$ cat src/rtl/neuron_lanes.sv
`default_nettype none
// ============================================================================
//  Module   : neuron_lanes
//  Purpose  : One fully-connected neuron, out = sum(x[i]*w[i]) + bias, using
//             LANES parallel signed MACs. Inputs and weights are streamed one
//             beat (LANES elements) at a time. The result leaves on a
//             valid/ready output port.
//  Option   : NEURON_LANES_RELU_SAT_EN - widened final sum, then ReLU and
//             clamping to the largest positive WIDTH_OUT value.
//  Revision : 1.0  initial release
// ============================================================================
module neuron_lanes #(
    parameter int IN_SIZE    = 196,
    parameter int LANES      = 4,
    parameter int WIDTH_IN   = 8,
    parameter int WIDTH      = 8,
    parameter int BIAS_WIDTH = 8,
    parameter int WIDTH_OUT  = 32
) (
    input  logic                          clk,
    input  logic                          reset,
    input  logic                          start,
    input  logic signed [BIAS_WIDTH-1:0]  bias,
    input  logic                          in_valid,
    output logic                          in_ready,
    input  logic [LANES*WIDTH_IN-1:0]     in_data,
    input  logic [LANES*WIDTH-1:0]        weight,
    output logic                          out_valid,
    input  logic                          out_ready,
    output logic signed [WIDTH_OUT-1:0]   out_data,
    output logic                          busy
);

    localparam int c_beats  = (IN_SIZE + LANES - 1) / LANES;
    localparam int c_cnt_w  = (c_beats > 1) ? $clog2(c_beats) : 1;
    localparam int c_prod_w = WIDTH_IN + WIDTH;
    localparam logic [c_cnt_w-1:0] c_last_beat = c_cnt_w'(c_beats - 1);

    typedef enum logic [1:0] {
        S_IDLE   = 2'd0,
        S_ACCUM  = 2'd1,
        S_REDUCE = 2'd2,
        S_OUTPUT = 2'd3
    } state_t;

    state_t                        r_state;
    logic [c_cnt_w-1:0]            r_beat_cnt;
    logic signed [BIAS_WIDTH-1:0]  r_bias;
    // Products of the accepted beat are registered before they reach the
    // accumulators, keeping the multiplier and the adder in separate cycles.
    logic                          r_prod_valid;
    logic signed [WIDTH_OUT-1:0]   r_prod [LANES];
    logic signed [WIDTH_OUT-1:0]   r_acc  [LANES];

    logic signed [WIDTH_IN-1:0]    w_x;
    logic signed [WIDTH-1:0]       w_w;
    logic signed [c_prod_w-1:0]    w_prod;
    logic                          w_lane_en;
    logic signed [WIDTH_OUT-1:0]   w_term [LANES];
    logic signed [WIDTH_OUT-1:0]   w_result;

    // Per-lane signed product, zeroed for element indices past IN_SIZE
    always_comb begin
        w_x       = '0;
        w_w       = '0;
        w_prod    = '0;
        w_lane_en = 1'b0;
        for (int k = 0; k < LANES; k++) begin
            w_x       = in_data[k*WIDTH_IN +: WIDTH_IN];
            w_w       = weight[k*WIDTH +: WIDTH];
            w_prod    = c_prod_w'(w_x) * c_prod_w'(w_w);
            w_lane_en = ((32'(r_beat_cnt) * 32'(LANES)) + 32'(k)) < 32'(IN_SIZE);
            w_term[k] = w_lane_en ? WIDTH_OUT'(w_prod) : '0;
        end
    end

`ifdef NEURON_LANES_RELU_SAT_EN
    localparam int c_sum_w = WIDTH_OUT + $clog2(LANES + 1) + 1;
    localparam logic signed [c_sum_w-1:0] c_pos_max =
        c_sum_w'({1'b0, {(WIDTH_OUT-1){1'b1}}});

    logic signed [c_sum_w-1:0] w_sum_wide;

    // Wide reduction of the lane accumulators, then ReLU and positive clamp
    always_comb begin
        w_sum_wide = c_sum_w'(r_bias);
        for (int k = 0; k < LANES; k++) begin
            w_sum_wide = w_sum_wide + c_sum_w'(r_acc[k]);
        end
        if (w_sum_wide[c_sum_w-1]) begin
            w_result = '0;
        end else if (w_sum_wide > c_pos_max) begin
            w_result = c_pos_max[WIDTH_OUT-1:0];
        end else begin
            w_result = w_sum_wide[WIDTH_OUT-1:0];
        end
    end
`else
    // Wrapping reduction of the lane accumulators plus sign-extended bias
    always_comb begin
        w_result = WIDTH_OUT'(r_bias);
        for (int k = 0; k < LANES; k++) begin
            w_result = w_result + r_acc[k];
        end
    end
`endif

    // Control FSM with registered handshake outputs, accumulators and result
    always_ff @(posedge clk) begin
        if (!reset) begin
            r_state      <= S_IDLE;
            r_beat_cnt   <= '0;
            r_bias       <= '0;
            r_prod_valid <= 1'b0;
            in_ready     <= 1'b0;
            out_valid    <= 1'b0;
            out_data     <= '0;
            busy         <= 1'b0;
            for (int k = 0; k < LANES; k++) begin
                r_prod[k] <= '0;
                r_acc[k]  <= '0;
            end
        end else begin
            r_prod_valid <= 1'b0;
            if (r_prod_valid) begin
                for (int k = 0; k < LANES; k++) begin
                    r_acc[k] <= r_acc[k] + r_prod[k];
                end
            end

            case (r_state)
                S_IDLE: begin
                    if (start) begin
                        r_bias     <= bias;
                        r_beat_cnt <= '0;
                        for (int k = 0; k < LANES; k++) begin
                            r_acc[k] <= '0;
                        end
                        in_ready <= 1'b1;
                        busy     <= 1'b1;
                        r_state  <= S_ACCUM;
                    end
                end

                S_ACCUM: begin
                    // in_ready is high throughout this state
                    if (in_valid) begin
                        for (int k = 0; k < LANES; k++) begin
                            r_prod[k] <= w_term[k];
                        end
                        r_prod_valid <= 1'b1;
                        if (r_beat_cnt == c_last_beat) begin
                            in_ready <= 1'b0;
                            r_state  <= S_REDUCE;
                        end else begin
                            r_beat_cnt <= r_beat_cnt + c_cnt_w'(1);
                        end
                    end
                end

                S_REDUCE: begin
                    // Wait for the final beat's products to land in the
                    // accumulators, then register the reduced result.
                    if (!r_prod_valid) begin
                        out_data  <= w_result;
                        out_valid <= 1'b1;
                        r_state   <= S_OUTPUT;
                    end
                end

                S_OUTPUT: begin
                    if (out_ready) begin
                        out_valid <= 1'b0;
                        busy      <= 1'b0;
                        r_state   <= S_IDLE;
                    end
                end

                default: begin
                    r_state <= S_IDLE;
                end
            endcase
        end
    end

endmodule
`default_nettype wire

$ cat config.mk
export PLATFORM = sky130hd
export DESIGN_NAME = neuron_lanes
export DESIGN_NICKNAME = d
export VERILOG_FILES = /design/src/rtl/neuron_lanes.sv
export SDC_FILE = /design/constraint.sdc
export NUM_CORES = 2
export LEC_CHECK = 0
export ABC_AREA = 1
export BUFFER_PORTS_ARGS = -buffer_cell sky130_fd_sc_hd__buf_4
export CAP_MARGIN = 10
export CELL_PAD_IN_SITES_DETAIL_PLACEMENT = 1
export CELL_PAD_IN_SITES_GLOBAL_PLACEMENT = 1
export CORE_MARGIN = 4
export CORE_UTILIZATION = 25
export CTS_CLUSTER_DIAMETER = 100
export DETAILED_ROUTE_END_ITERATION = 16
export MAX_ROUTING_LAYER = met4
export PLACE_DENSITY = 0.63
export SYNTH_ARGS = -nofsm -noshare
export SYNTH_HDL_FRONTEND = slang
export SYNTH_SLANG_ARGS = --single-unit
$ cat constraint.sdc
create_clock -name clk -period 5.3 [get_ports clk]
set_input_delay 0.265 -clock clk [delete_from_list [all_inputs] [get_ports clk]]
set_output_delay 0.265 -clock clk [all_outputs]
set_load 0.05 [all_outputs]
Yosys cells after proc, flatten, opt, wreduce, memory -nomap -nowiden:

Memories as Yosys holds them, arrays and structs flattened.
Index checks and enable logic that the tools add are counted.

* logic and storage cells: 110
* bits in latches: 0
* flip-flop bits (word level): 52
* ROM bits: 0
* bits of input ports: 77
* memories: 2
* output and inout bits: 35
* memory bits (writable): 256

Memory list
* r_acc: words 4, width 32, rd ports 4, clocked after Yosys merged registers in 0, wr ports 4, RTL line 53 `logic signed [WIDTH_OUT-1:0] r_acc [LANES];`
* r_prod: words 4, width 32, rd ports 4, clocked after Yosys merged registers in 0, wr ports 4, RTL line 52 `logic signed [WIDTH_OUT-1:0] r_prod [LANES];`

* shift-type cells: 0
* bitwise logic cells: 13
* divide/modulo/power cells: 0
* $lt $le $gt $ge: 4
* reduce and logical (&&, ||, !) cells: 11
* mux-type cells: 46
* add/sub/neg operators: 12
* multipliers: 4
* eq/ne operators: 10

Operator list (number)
* $mux W32: 16
* $add A32 B32 Y32: 7
* $mul A8 B8 Y16: 4
* $add A8 B32 Y32: 1
* $lt A9 B8 Y1 const B: 3
* $add A8 B2 Y9 const B: 2
* $mux W6: 3
* $mux W1: 17
* $ne A2 B2 Y1 const B: 6
* $or A1 B1 Y1: 12
* $pmux W6 S2: 1
* $mux W2: 5
* $add A8 B1 Y9 const B: 1
* $lt A8 B8 Y1 const B: 1
* $pmux W2 S4: 1
* $reduce_and A4 Y1: 2
* $add A6 B1 Y6 const B: 1
* $eq A6 B6 Y1 const B: 1
* $pmux W1 S2: 3
* $reduce_and A3 Y1: 2
* $reduce_bool A2 Y1: 3
* $reduce_and A5 Y1: 1
* $eq A2 B2 Y1 const B: 2
* $reduce_and A2 Y1: 2
* other kinds (3): 3

Logic depth before layout (Yosys ltp):

* word-level depth: 5
* mapped depth: 22
* mapped depth without buffers: 21

Least setup slack after synthesis:

No wires, ideal clock.

* path kind: flip-flop to flip-flop
* start point: reg r_state[1]
* end point: mem r_prod[0][0] (enable)
* path buffers: 0
* arrival time: 5.209 ns
* data required time: 4.726 ns
* path slack: -0.483 ns
* stages on the path, launching flop included: 5
* path through: dfxtp_1 > inv_1 > ha_1 > inv_2 > o21ai_0

RTL lines
* from (decl): RTL line 46 `state_t r_state;`
* from (signal assigned): RTL line 111 `r_state <= S_IDLE;`
* from (signal assigned): RTL line 141 `r_state <= S_ACCUM;`
* from (signal assigned): RTL line 154 `r_state <= S_REDUCE;`
* to (decl): RTL line 52

Worst setup path in the final report:

* start point: reg r_bias[7]
* end point: reg out_data[30]

* word-level cells in the longest chain between the ends: 4

RTL lines
* from (decl): RTL line 48 `logic signed [BIAS_WIDTH-1:0] r_bias;`
* from (signal assigned): RTL line 134 `r_bias <= bias;`
* $add A8 B32 Y32: RTL line 103 `w_result = w_result + r_acc[k];`
* $add A32 B32 Y32 (3 in series): RTL line 103
* to (signal assigned): RTL line 165 `out_data <= w_result;`
* to (decl): RTL line 30 `output logic signed [WIDTH_OUT-1:0] out_data,`

Every way passes these cells.
A chain may end at the register's enable or synchronous reset.

==> flow_summary.toml <==
[status]
status = "finished clean"

[min_path]
hp-class = "input pin to register"
hold_end = "r_bias[3]$_SDFFE_PN0P_"
min_path_cells = 3
hold_start = "bias[3]"

[cts]
cts_resized = 0
post_cts_buffers = 0
postCtsHoldBufs = 2
h-tree-depth = 2
clkTransAtPathRegs_ns = 0.06
clock_sinks = 244
cts_tree = "built"
cts_inserted_buffers = 36
insertion_delay_ns = 0.57
cts-root-buf = "clkbuf_16"
ctsLongestPathBuffers = 3

[layout]
areaGrowthSynthToFinish_pct = 12.3
drive_gt1_frac = 0.0472
instances_no_fill = 6555
nNetsFinal = 5471
antenna_cells = 0

[synthesis]
synth-edff-count = 128
yosys.area.top_type = "fa_1"
synth-seq-cells = 244
avgSynthCellArea_um2 = 6.86
ys.flop_type = "edfxtp_1"
synth_area_um2 = 32500
yosysSeqAreaShare = 0.190
synthArstFlopShare = 0
netlist_top_cells_area = "fa_1 19%, nand2_1 14%, inv_1 14%, edfxtp_1 12%, ha_1 11%"
synth.net_count = 5407
yosysWarnings = 0
synth_cell_type_count = 44
yosysTopAreaCellShare = 0.195
netlist_instances = 4735

[place]
preCtsSetupSlack_ns = 0.883
hpwlAfterDp_mm = 89.0
portBuffers = 111
gp_congestion = 0.895
dp_cells = 6488

[pwr]
internal-power_mw = 7.30
switchingPower_mw = 7.84
vdd_drop_max_v = 0.000230
power_mw = 15.1
power.leakage_nw = 19.6
combPwrFrac = 0.640
swShare = 0.518
sequentialPowerShare = 0.186
pwr_density_cell_nw_per_um2 = 415
clockPowerShare = 0.174

[timing]
setup-violations-final = 0
fin_hold_ws_ns = 0.0800
hold_viol_final = 0
period_share = 0.828
drv_slew = 0
skew_ns = 0.0197
fmax_ghz = 0.228
period_minus_slack_ns = 4.39
rsz0062_at_grt = "false"
worst_slew_pin_slew_ns = 0.929
setup_slack_ns = 0.912
slew_headroom = 0.381
setup_tns_ns = 0

[drt]
viasPerCell = 4.40
drc = 0
dr.pass1.iters = 5
wirelength_mm = 105
ant_nets = 0
drt_iter0_markers = 1242
wl_per_cell_um = 16.1
via_count = 28900

[floorplanning]
rows = 131
dieArea_um2 = 136000
pin_count = 112
start_util = 0.253
die_w_um = 368
chipHeight_um = 368
core_region_area_um2 = 128000

[worst_setup_path]
worstPathArrival_ns = 4.84
reg2regPathDepth = 19
startpoint_type = "register"
path_max_fanout = 21
rr_endpoint = "out_data[30]$_SDFFE_PN0P_"
r2r_start = "r_bias[7]$_SDFFE_PN0P_"
end_kind = "register"
critical_path_class = "register to register"
reg2reg_slack_ns = 0.91
required_ns = 5.75

[global_routing]
grt_max_degree = 73
grt_usage = 0.158
grt_pass1_vias = 30300
grt_overflow_total = 0
gr-usage-met1 = 0.218
grt_pass1_wl_mm = 167
met2_usage = 0.254
met3_usage = 0.0138
gr-max-usage-layer = "met2"
antenna_found_initial = 5

[job]
drv_cap = 0
==> per-stage QoR <==
stage / util / instance area, um^2
2_1_floorplan: - / 32500
3_3_place_gp: 0.274 / 35200
3_5_place_dp: 0.274 / 35200
4_1_cts: 0.284 / 36500
5_1_grt: 0.284 / 36500
6_report: 0.284 / 36500
==> worst max-delay path, stage by stage, from the launching register on <==
cell and delay (ns):
dfxtp_1 0.55, inv_1 0.09, buf_4 0.28, fa_1 0.60, inv_1 0.05, fa_1 0.48, inv_1 0.05, fa_1 0.47
inv_1 0.04, ha_1 0.34, a21oi_1 0.30, o21ai_0 0.23, a21oi_1 0.16, nand2_1 0.17, nand2_1 0.12, nand2_1 0.05
nand2_1 0.05, nand3_1 0.08, nand2_1 0.09, inv_1 0.04
==> cell usage after synthesis (6+ instances only) <==
master / instances
nand2_1: 1216
inv_1: 1192
nor2_1: 433
a21oi_1: 321
fa_1: 316
ha_1: 279
nand3_1: 209
o21ai_0: 143
edfxtp_1: 128
dfxtp_1: 116
clkbuf_1: 81
nand4_1: 30
nor3_1: 30
o21bai_1: 28
xnor2_1: 28
o21a_1: 23
xor2_1: 22
a21o_1: 20
buf_2: 14
or2_2: 14
nand3b_1: 11
a31oi_1: 7
nor4_1: 7
a21boi_0: 6
and2_1: 6
inv_2: 6
o211ai_1: 6
==> area by class of cell <==
class                   instances  area, um^2
clock inverters                18         259
repair buffers                126         963
inverters                    1198        4500
flip-flops and latches        244        6170
well taps                    1729        2160
multi-input cells            3193       21400
fillers                     16100       91900
clock buffers                  47        1010
==> cell families after synthesis <==
group | Yosys count | share of synthesized area
flip-flops | 244 | 0.190
adder cells (fa/ha/maj) | 595 | 0.302
AND/OR/NAND/NOR | 1976 | 0.246
buffers and inverters | 1298 | 0.152
XOR/XNOR | 50 | 0.0135
AO/OA/AOI/OAI | 572 | 0.0967
==> power by group through the flow <==
stage	clock (mW)	combinational (mW)	sequential, mW
after floorplan	0	6.65	3.02
after global placement	0	9.53	2.86
after detailed placement	0	9.73	2.86
after CTS	2.72	9.79	2.82
after global routing	2.78	11.2	2.86
final	2.63	9.69	2.82
==> worst max path at each step <==
stage	startpoint	endpoint	slack, ns	depth (start not counted)
finish	r_bias[7]$_SDFFE_PN0P_	out_data[30]$_SDFFE_PN0P_	0.91	19
global route	r_bias[7]$_SDFFE_PN0P_	out_data[30]$_SDFFE_PN0P_	0.58	19
CTS	r_bias[7]$_SDFFE_PN0P_	out_data[30]$_SDFFE_PN0P_	0.87	19
detailed placement	weight[2]	r_prod[0][30]$_SDFFCE_PP0P_	0.88	17
global placement	r_bias[7]$_SDFFE_PN0P_	out_data[19]$_SDFFE_PN0P_	0.94	18
floorplan	weight[2]	r_prod[0][30]$_SDFFCE_PP0P_	1.15	17
==> sequential cells by signal, indices dropped and copies added, names as in the netlist <==
name,flops
busy,1
in_ready,1
out_data,32
out_valid,1
r_acc,128
r_beat_cnt,6
r_bias,8
r_prod,64
r_prod_valid,1
r_state,2
==> cell usage in the layout, fill, tap and decap left out, drive strengths merged, types with 31 or more instances in the layout <==
master     n
clkbuf    47
nor3      31
dfxtp    116
inv     1201
nand3    211
fa       316
nand2   1221
buf      124
ha       279
a21oi    325
nor2     437
o21ai    149
edfxtp   128
==> per-layer routing <==
layer / share of wire / routed length [um] / vias up
li1: - / - / 14500
met1: 0.50 / 52100 / 13900
met2: 0.45 / 47600 / 340
met3: 0.032 / 3350 / 87
met4: 0.021 / 2210 / 0
met5: 0 / 0 / -
No activity file was read; power rests on OpenSTA's default activity.
